===== src/rtl/l2_port_arbiter.sv =====
// Two-master round-robin arbiter for the single-port L2 bank.
// M0 (JTAG bridge) may lock the port; a watchdog hands one slot to M1.
module l2_port_arbiter #(
    parameter int unsigned ADDR_WIDTH = 16,
    parameter int unsigned DATA_WIDTH = 32,
    parameter int unsigned LOCK_MAX   = 256
) (
    input  logic                    clk_i,
    input  logic                    rst_n,
    input  logic                    m0_req_i,
    input  logic                    m0_lock_i,
    input  logic [ADDR_WIDTH-1:0]   m0_addr_i,
    input  logic                    m0_we_i,
    input  logic [DATA_WIDTH/8-1:0] m0_be_i,
    input  logic [DATA_WIDTH-1:0]   m0_wdata_i,
    output logic                    m0_gnt_o,
    output logic                    m0_rvalid_o,
    output logic [DATA_WIDTH-1:0]   m0_rdata_o,
    input  logic                    m1_req_i,
    input  logic [ADDR_WIDTH-1:0]   m1_addr_i,
    input  logic                    m1_we_i,
    input  logic [DATA_WIDTH/8-1:0] m1_be_i,
    input  logic [DATA_WIDTH-1:0]   m1_wdata_i,
    output logic                    m1_gnt_o,
    output logic                    m1_rvalid_o,
    output logic [DATA_WIDTH-1:0]   m1_rdata_o,
    output logic                    mem_req_o,
    output logic                    mem_we_o,
    output logic [ADDR_WIDTH-1:0]   mem_addr_o,
    output logic [DATA_WIDTH/8-1:0] mem_be_o,
    output logic [DATA_WIDTH-1:0]   mem_wdata_o,
    input  logic [DATA_WIDTH-1:0]   mem_rdata_i,
    output logic                    lock_timeout_o
);

    localparam int unsigned CW = $clog2(LOCK_MAX) + 1;
    localparam logic [CW-1:0] CNT_LIM = CW'(LOCK_MAX - 1);
    localparam logic [CW-1:0] CNT_SAT = {CW{1'b1}};
    localparam logic M0 = 1'b0;
    localparam logic M1 = 1'b1;

    typedef enum logic [1:0] {
        UNLOCKED = 2'd0,
        LOCKED   = 2'd1,
        FORCE    = 2'd2
    } state_e;

    state_e          state_q;
    logic [CW-1:0]   lock_cnt_q;
    logic            last_q;
    logic            rvalid_q;
    logic            rsel_q;
    logic            timeout_q;
    logic            gnt0;
    logic            gnt1;

    always_comb begin
        gnt0 = 1'b0;
        gnt1 = 1'b0;
        case (state_q)
            LOCKED: begin
                gnt0 = m0_req_i;
            end
            FORCE: begin
                gnt1 = m1_req_i;
                gnt0 = m0_req_i & ~m1_req_i;
            end
            default: begin
                if (m0_req_i && m1_req_i) begin
                    gnt0 = (last_q == M1);
                    gnt1 = (last_q == M0);
                end else begin
                    gnt0 = m0_req_i;
                    gnt1 = m1_req_i;
                end
            end
        endcase
    end

    assign m0_gnt_o    = gnt0;
    assign m1_gnt_o    = gnt1;
    assign mem_req_o   = gnt0 | gnt1;
    assign mem_we_o    = gnt1 ? m1_we_i    : m0_we_i;
    assign mem_addr_o  = gnt1 ? m1_addr_i  : m0_addr_i;
    assign mem_be_o    = gnt1 ? m1_be_i    : m0_be_i;
    assign mem_wdata_o = gnt1 ? m1_wdata_i : m0_wdata_i;

    assign m0_rvalid_o    = rvalid_q & (rsel_q == M0);
    assign m1_rvalid_o    = rvalid_q & (rsel_q == M1);
    assign m0_rdata_o     = mem_rdata_i;
    assign m1_rdata_o     = mem_rdata_i;
    assign lock_timeout_o = timeout_q;

    always_ff @(posedge clk_i or negedge rst_n) begin
        if (!rst_n) begin
            state_q    <= UNLOCKED;
            lock_cnt_q <= '0;
            last_q     <= M1;
            rvalid_q   <= 1'b0;
            rsel_q     <= M0;
            timeout_q  <= 1'b0;
        end else begin
            rvalid_q  <= gnt0 | gnt1;
            rsel_q    <= gnt1;
            timeout_q <= 1'b0;
            if (gnt0 || gnt1) begin
                last_q <= gnt1;
            end
            case (state_q)
                UNLOCKED: begin
                    if (gnt0 && m0_lock_i) begin
                        state_q    <= LOCKED;
                        lock_cnt_q <= CW'(1);
                    end
                end
                LOCKED: begin
                    // Lock release wins over the watchdog in the same cycle.
                    if (!m0_lock_i) begin
                        state_q    <= UNLOCKED;
                        lock_cnt_q <= '0;
                    end else if (lock_cnt_q == CNT_LIM) begin
                        state_q   <= FORCE;
                        timeout_q <= 1'b1;
                    end else if (lock_cnt_q != CNT_SAT) begin
                        lock_cnt_q <= lock_cnt_q + CW'(1);
                    end
                end
                FORCE: begin
                    state_q    <= UNLOCKED;
                    lock_cnt_q <= '0;
                end
                default: begin
                    state_q    <= UNLOCKED;
                    lock_cnt_q <= '0;
                end
            endcase
        end
    end

endmodule


===== config.mk =====
export PLATFORM = sky130hd
export DESIGN_NAME = l2_port_arbiter
export DESIGN_NICKNAME = d
export VERILOG_FILES = /design/src/rtl/l2_port_arbiter.sv
export SDC_FILE = /design/constraint.sdc
export NUM_CORES = 1
export LEC_CHECK = 0
export ABC_AREA = 1
export BUFFER_PORTS_ARGS = -buffer_cell sky130_fd_sc_hd__buf_2
export CAP_MARGIN = 20
export CORE_AREA = 2 2 104 106
export DETAILED_ROUTE_END_ITERATION = 8
export DIE_AREA = 0 0 106 108
export PLACE_DENSITY = 0.53
export SYNTH_ARGS = -nofsm -noshare
export SYNTH_HDL_FRONTEND = slang
export SYNTH_SLANG_ARGS = --single-unit

===== constraint.sdc =====
create_clock -name clk_i -period 2.9 [get_ports clk_i]
set_input_delay 0.29 -clock clk_i [delete_from_list [all_inputs] [get_ports clk_i]]
set_output_delay 0.29 -clock clk_i [all_outputs]
set_load 0.01 [all_outputs]

==> results.ini, run 1 <==
[sta]
tightest_slew_ps=543
slew_headroom=0.638
finalHoldViolCount=0
max_freq_ghz=0.382
finalSetupTns_ps=0
drv_slew=0
min_period_ps=2620
setup_viol=0
rsz0062_at_grt=no
finalClockSkew_ps=1.24
period_share=0.903

[cells_and_area]
seqCellArea_um2=377
design_area_um2=2610
insertedDiodeCount=0
drive_gt1_frac=0.394
multiInputGateArea_um2=1080
nNetsFinal=615
utilization=0.255
fill_cells=1195
syn_to_final_growth_pct=23.3

[global_route]
grt_pass1_wl_um=12500
track_usage=0.145
grt_antenna_before_repair=0
grt_max_degree=57
grt_pass1_vias=2280
grt.overflow.total=0

[clocking]
clkLatencyLatePin_ps=250
cts_tree=done
cts.sinks=15
ctsResizeCount=0
clk_pin_slew_ps=60
root_buffer=clkbuf_8
cts_max_path_buffers=2
numCtsBuffers=3
cts_max_level=1

[floorplanning]
ioPinCount=266
core_area_um2=10200
initial_core_util=0.207
die_h_um=108
rows=37
dieArea_um2=11400
dieWidth_um=106

[setup_path]
critPathArrivalTime_ps=2330
critPathLaunchType=flop
crit_path_top_delay_cell=buf_4
path_cells=inv_1 -> ha_1 -> nor2_1 -> nand2_1 -> nand2_4 -> buf_4 -> nand2_1 -> nand2_1 -> buf_2
path_class=reg2out
crit_path_max_incr_delay_ps=450
crit_fanout=54
end_kind=primary output
worst-path-buf-inv=3
path_delay_family=buffers and inverters
crit_required_ps=2610
crit_top_cell=nand2_1

[synth]
synthTopCellsByArea=nand2_1, buf_4, dfrtp_1
syn_area_per_cell_um2=5.78
yosysMostFrequentCell=nand2_1
yosysTopAreaCell=nand2_1
synth_common_cells=nand2_1, buf_4, inv_1, nor2_1
syn_area_um2=2120
syn_nets=515
synth_edf_count=0
yosys.cell_types.count=23
yosysSeqAreaShare=0.178
async_reset_ff_frac=1.00
syn_inst=366
synthFlopType=dfrtp_1
synth_warnings=0
ys_ff_latch=15
yosys.area.top_type_share=0.362

[place]
hpwl_um=7410
port_buffers=169
placed_area_um2=2560
routabilityCongestion=0.814

[routing]
firstDrtPassIters=4
drc=0
wirelength_um=8710
drtIter0Drc=138
num_vias=2373
viasPerCell=3.95
final_antenna_net_count=0
wl_per_cell_um=14.5

[power_and_ir_drop]
power.leakage_nw=1.68
total_power_mw=1.59
peakVddDrop_mv=0.276
p_per_area_nw_per_um2=609

[outcome]
status=finished, final reports clean

[flow_run]
drv_cap=0

[hold_path]
min_path_type=in2async

-- cells in the final DEF, fill, tap and decap left out, types with 2 or more instances in the layout --
cell type / synthesis / layout
clkbuf_8: 0 / 3
nor2_1: 17 / 17
nand2_1: 204 / 204
nand3_1: 14 / 14
dfrtp_1: 14 / 14
nand2_2: 3 / 3
buf_2: 5 / 169
nor2_2: 2 / 2
ha_1: 6 / 6
xnor2_1: 2 / 2
inv_1: 17 / 17
-- through the flow --
step | hold WS [ps] | worst slack [ps] | cells
final | 478 | 282 | 601
after detailed placement | 228 | 529 | 596
after global placement | 225 | 585 | 596
after global routing | 524 | 62.5 | 601
after floorplan | -5.59 | 1100 | 366
after CTS | 503 | 240 | 601
-- logic make-up (layout without fill, tap and decap cells) --
kind of cell / count (synthesis) / count (layout) / share of synthesized area
AOI/OAI and AO/OA: 5 / 5 / 0.0160
xor gates and xnor gates: 2 / 2 / 0.00828
adders and majority gates: 6 / 6 / 0.0355
buffers and inverters: 95 / 194 / 0.311
DFF: 15 / 15 / 0.178
and+or+nand+nor: 243 / 243 / 0.452
-- worst reg2reg max path, delay by kind of cell, from the launching register on --
family	cells	cell delay [ps]
and+or+nand+nor	7	730
DFF	1	440
adders and majority gates	2	480
AOI/OAI and AO/OA	1	420
-- final timing paths --
check                                          startpoint                        end  slack, ps  cells after the start
min in group clk_i              lock_cnt_q[7]$_DFFE_PN0P_  lock_cnt_q[7]$_DFFE_PN0P_        500                      2
worst min register to register  lock_cnt_q[7]$_DFFE_PN0P_  lock_cnt_q[7]$_DFFE_PN0P_        500                      2
worst max-delay path               state_q[0]$_DFFE_PN0P_            mem_wdata_o[24]        280                      9
worst min-delay path                                rst_n           rsel_q$_DFF_PN0_        480                      2
worst max register to register  lock_cnt_q[0]$_DFFE_PN0P_  lock_cnt_q[4]$_DFFE_PN0P_        730                     10
max in group asynchronous                           rst_n         last_q$_DFFE_PN1P_       2120                      2
-- state kept, by name, indices dropped and copies added (netlist names) --
name and cells:
state_q 2, lock_timeout_o 1, last_q 1, rvalid_q 1, rsel_q 1, lock_cnt_q 9
-- report_power, final --
group	leakage [nW]	total, mW	internal [mW]	switching [mW]
Clock	0.0228	0.179	0.0977	0.0816
Combinational	1.46	1.12	0.396	0.722
Sequential	0.198	0.293	0.257	0.0363
Total	1.68	1.59	0.750	0.840
-- layout make-up --
class / count / share of cell area
tap: 136 / 0.0652
sequential: 15 / 0.144
inverter: 19 / 0.0283
multi-input combinational: 256 / 0.414
timing repair buffer: 171 / 0.331
clock buffer: 4 / 0.0172
-- metal layers --
layer | global-route usage | wire, µm
met1 | 0.223 | 4450
met2 | 0.194 | 3330
met3 | 0.0464 | 800
met4 | 0.0263 | 119
met5 | 0 | 0
-- repair_timing --
item | in CTS | in global routing
hold buffers | 1 | 0
endpoints found under the hold margin | 14 | 0
setup buffers | 0 | 0
Power figures use the tool's default switching activity.
==> run 2, diff against run 1 <==
- CORE_AREA: 2 2 104 106 -> 2 2 102 104
- DIE_AREA: 0 0 106 108 -> 0 0 104 106
- PLACE_DENSITY: 0.53 -> 0.54
- clock period: 2.9 -> 2.8 ns (I/O delays scaled with it)
==> run 2 against run 1 <==
  * Routed wire length is 1.8% lower
  * Non-clock buffer count is 2 higher
  * Combinational power is 6% higher
  * Sequential cell count stayed put
  * Register-to-register slack worse by 80 ps
  * Highest routed layer unchanged
  * Count of clock-buffer cells in the layout stayed put
  * Critical path type unchanged
  * First-iteration DRC count is 12% lower
  * Largest cell class unchanged
  * Clock power is 3% higher
  * Via count is 1.2% higher
  * Setup slack worse by 18 ps
==> results.ini, run 2 (synthesis gave the netlist of run 1 again) <==
[routing]
drtIter0Drc=121
final_antenna_net_count=0
drc=0
wirelength_um=8550
firstDrtPassIters=5
viasPerCell=3.98
num_vias=2402
wl_per_cell_um=14.2

[cells_and_area]
drive_gt1_frac=0.396
nNetsFinal=617
reg_top3=lock_cnt_q (9), state_q (2)
insertedDiodeCount=0
final_cell_mix=nand2_1, buf_2, inv_1, nor2_1
stdcell_count=603
largest_reg_flops=9
top_register=lock_cnt_q
syn_to_final_growth_pct=24.1
utilization=0.263
final_common_cell=nand2_1

[floorplanning]
die_h_um=106
ioPinCount=266
core_area_um2=10000
initial_core_util=0.212
dieWidth_um=104
dieArea_um2=11000
rows=37

[clocking]
ctsResizeCount=0
cts.sinks=15
cts_setup_buffers=0
root_buffer=clkbuf_8
cts_max_path_buffers=2
cts_max_level=1
clkLatencyLatePin_ps=250
numCtsBuffers=3
clk_pin_slew_ps=70
cts_tree=done

[sta]
finalClockSkew_ps=2.97
period_share=0.905
setup_viol=0
slew_headroom=0.651
finalHoldViolCount=0
tightest_slew_ps=524
drv_slew=0
max_freq_ghz=0.394
finalSetupTns_ps=0
rsz0062_at_grt=no
setup_ws_ps=265
min_period_ps=2540

[setup_path]
critPathArrivalTime_ps=2260
endpoint=mem_wdata_o[21]
reg2reg_to=lock_cnt_q[6]$_DFFE_PN0P_
crit_path_top_delay_cell=buf_4
path_cells=inv_1 -> ha_1 -> nor2_1 -> nand2_1 -> nand2_4 -> buf_4 -> nand2_1 -> nand2_1 -> buf_2
r2r_slack_ps=650
path_class=reg2out
critPathLaunchType=flop
crit_top_cell=nand2_1
crit_path_max_incr_delay_ps=440
rr_startpoint=lock_cnt_q[0]$_DFFE_PN0P_
ff2ff_path_depth=10
crit_fanout=54
crit_required_ps=2520
end_kind=primary output
critPathLaunch=state_q[0]$_DFFE_PN0P_

[place]
placed_cells=598
hpwl_um=7540
port_buffers=169
dp_slack_ps=499
routabilityCongestion=0.881

[global_route]
grt.overflow.total=0
grt_pass1_vias=2316
track_usage=0.147
grt_pass1_wl_um=12500
grt_max_degree=55
grt_antenna_before_repair=0

[flow_run]
drv_cap=0

[outcome]
status=finished, final reports clean

[power_and_ir_drop]
power.leakage_nw=1.70
peakVddDrop_mv=0.292
total_power_mw=1.68
p_per_area_nw_per_um2=641

[hold_path]
min_path_type=in2async

run 2: what timing repair did:
item | CTS | global route
hold buffers | 1 | 0
endpoints found under the setup margin | 0 | 0
hold endpoints to repair | 14 | 0
run 2: through the flow:
step	instance area (µm²)	hold slack (ps)
4_1_cts	2630	486
6_report	2630	469
2_1_floorplan	2120	-15.6
5_1_grt	2630	495
3_5_place_dp	2570	222
3_3_place_gp	2570	213
run 2: power by group:
part	internal, mW	leakage, nW	switching [mW]
Sequential	0.266	0.198	0.0420
Combinational	0.421	1.47	0.772
Clock	0.101	0.0228	0.0827
Total	0.788	1.70	0.897
run 2: worst min path at each step:
| stage | start | endpoint | cells past startpoint |
|---|---|---|---|
| floorplan | rst_n | lock_cnt_q[0]$_DFFE_PN0P_ | 0 |
| CTS | rst_n | lock_timeout_o$_DFF_PN0_ | 2 |
| finish | rst_n | lock_timeout_o$_DFF_PN0_ | 2 |
| detailed placement | rst_n | lock_timeout_o$_DFF_PN0_ | 1 |
| global route | rst_n | lock_timeout_o$_DFF_PN0_ | 2 |
| global placement | rst_n | lock_timeout_o$_DFF_PN0_ | 1 |
run 2: layout make-up:
type	instances	area, µm²
Sequential cell	15	377
Multi-Input combinational cell	256	1080
Timing Repair Buffer	173	878
Inverter	19	73.8
Tap cell	136	170
Clock buffer	4	45.0
Fill cell	1191	7370
run 2: worst max-delay path: cells and delay by family, from the launching register on:
family	cells	cell delay, ps
AND/OR/NAND/NOR	5	590
flip-flops	1	370
adder cells (fa/ha/maj)	1	330
buffers and inverters	3	680
run 2: per-layer routing:
metal | global-route usage | up-vias | part of all wire
met5 | 0 | - | 0
met4 | 0.0261 | 0 | 0.011
met3 | 0.0276 | 10 | 0.057
met2 | 0.312 | 132 | 0.59
met1 | 0.147 | 1027 | 0.35
li1 | - | 1233 | -
==> run 3, diff against run 2 <==
- CORE_AREA: 2 2 102 104 -> 2 2 103 105
- CTS_BUF_LIST: unset -> sky130_fd_sc_hd__clkbuf_4 sky130_fd_sc_hd__clkbuf_8
- DIE_AREA: 0 0 104 106 -> 0 0 105 107
- PLACE_DENSITY: 0.54 -> 0.53
==> run 3 against run 2 <==
  * Sequential share of layout area about the same
  * Largest power group unchanged
  * Hold slack about the same
  * Non-clock buffer count down 1
  * Sequential cell count unchanged
  * Final cell count down 0.17%
  * Largest cell class unchanged
  * Via count up 0.37%
  * First-iteration DRC count down 23%
  * Clock power up 5%
  * Combinational power down 4%
  * Register-to-register slack better by 270 ps
  * Critical path type unchanged
==> results.ini, run 3 (synthesis gave the netlist of run 1 again) <==
[clocking]
clk_pin_slew_ps=60
clkLatencyLatePin_ps=250
cts_setup_buffers=0
root_buffer=clkbuf_8
numCtsBuffers=3
ctsResizeCount=0
cts_tree=done
cts.sinks=15
cts_max_path_buffers=2
cts_max_level=1

[sta]
rsz0062_at_grt=no
drv_slew=0
period_share=0.870
finalClockSkew_ps=1.05
setup_viol=0
finalSetupTns_ps=0
slew_headroom=0.642
finalHoldViolCount=0
min_period_ps=2440
max_freq_ghz=0.410
tightest_slew_ps=537

[cells_and_area]
reg_top3=lock_cnt_q (9), state_q (2)
stdcell_count=602
final_cell_mix=nand2_1, buf_2, inv_1, nor2_1
largest_reg_flops=9
insertedDiodeCount=0
syn_to_final_growth_pct=24.5
nNetsFinal=616
final_common_cell=nand2_1
utilization=0.261
top_register=lock_cnt_q
drive_gt1_frac=0.397

[floorplanning]
initial_core_util=0.210
ioPinCount=266
dieArea_um2=11200
rows=37
core_area_um2=10100
dieWidth_um=105
die_h_um=107

[setup_path]
crit_top_cell=nand2_1
worst-path-buf-inv=4
end_kind=primary output
path_class=reg2out
crit_path_top_delay_cell=inv_4
crit_path_max_incr_delay_ps=390
critPathLaunchType=flop
path_delay_family=buffers and inverters
path_cells=inv_1 -> ha_1 -> inv_2 -> nor2_1 -> nor2_2 -> nand2_4 -> inv_4 -> nand2_1 -> nand2_1 -> buf_2
critPathArrivalTime_ps=2160
crit_required_ps=2520
crit_fanout=56

[global_route]
grt.overflow.total=0
grt_antenna_before_repair=1
grt_pass1_vias=2167
grt_pass1_wl_um=10800
track_usage=0.120
grt_max_degree=57

[routing]
wirelength_um=7250
viasPerCell=4.00
num_vias=2411
firstDrtPassIters=5
wl_per_cell_um=12.0
final_antenna_net_count=0
drc=0
drtIter0Drc=93

[power_and_ir_drop]
p_sw_mw=0.844
internal-power_mw=0.798
total_power_mw=1.64
sw_frac_of_total=0.514
seq_power_share=0.186
power.leakage_nw=1.70
clock_power_share=0.118
peakVddDrop_mv=0.240
comb_power_share=0.696
p_per_area_nw_per_um2=623

[outcome]
status=finished, final reports clean

[place]
routabilityCongestion=0.774
hpwl_um=6210
placed_cells=597
port_buffers=169

[hold_path]
min_path_type=in2reg

[flow_run]
drv_cap=0

[run 3: cell count changes in the layout (fill, tap and decap cells not counted), sizes merged]
cell | previous run | this run
buf | 172 | 171
[run 3: metrics by stage]
stage / area, µm² / hold WS (ps) / setup WS (ps)
after CTS: 2640 / 475 / 327
after global placement: 2580 / 210 / 603
after global routing: 2640 / 507 / 177
final: 2640 / 469 / 363
after floorplan: 2120 / -15.6 / 1000
after detailed placement: 2580 / 214 / 600
[run 3: path summary, 6_finish.rpt]
| kind | start | end | slack, ps | cells after the start |
|---|---|---|---|---|
| worst max-delay path | state_q[0]$_DFFE_PN0P_ | mem_we_o | 360 | 10 |
| worst max register to register | lock_cnt_q[0]$_DFFE_PN0P_ | lock_cnt_q[5]$_DFFE_PN0P_ | 920 | 10 |
| max in group asynchronous | rst_n | last_q$_DFFE_PN1P_ | 2010 | 2 |
| min in group asynchronous | rst_n | lock_cnt_q[3]$_DFFE_PN0P_ | 480 | 2 |
| worst min-delay path | m0_req_i | last_q$_DFFE_PN1P_ | 470 | 3 |
| worst min register to register | lock_cnt_q[6]$_DFFE_PN0P_ | lock_cnt_q[6]$_DFFE_PN0P_ | 510 | 2 |
[run 3: timing repair]
item                       in CTS  in global routing
hold endpoints to repair       14                  0
hold buffers                    1                  0
setup endpoints to repair       0                  0
[run 3: routing by layer]
metal  global-route usage  wire (µm)
met1                0.154       3000
met3               0.0347        672
met2                0.199       3490
met5                    0          0
met4               0.0248         91
[run 3: final cells by class]
type	instances	area, µm²
Tap cell	136	170
Sequential cell	15	377
Clock buffer	4	48.8
Inverter	19	73.8
Multi-Input combinational cell	256	1080
Fill cell	1183	7460
Timing Repair Buffer	172	883
[run 3: worst min-delay path, stage by stage]
cell	delay [ps]
buf_2	110
a21boi_0	140
o21ai_0	150
[run 3: power by group through the flow]
stage	Clock (mW)	Combinational, mW	Sequential, mW
floorplan	0	0.848	0.297
global placement	0	1.16	0.310
detailed placement	0	1.17	0.311
CTS	0.196	1.17	0.307
global route	0.209	1.30	0.312
finish	0.194	1.14	0.306
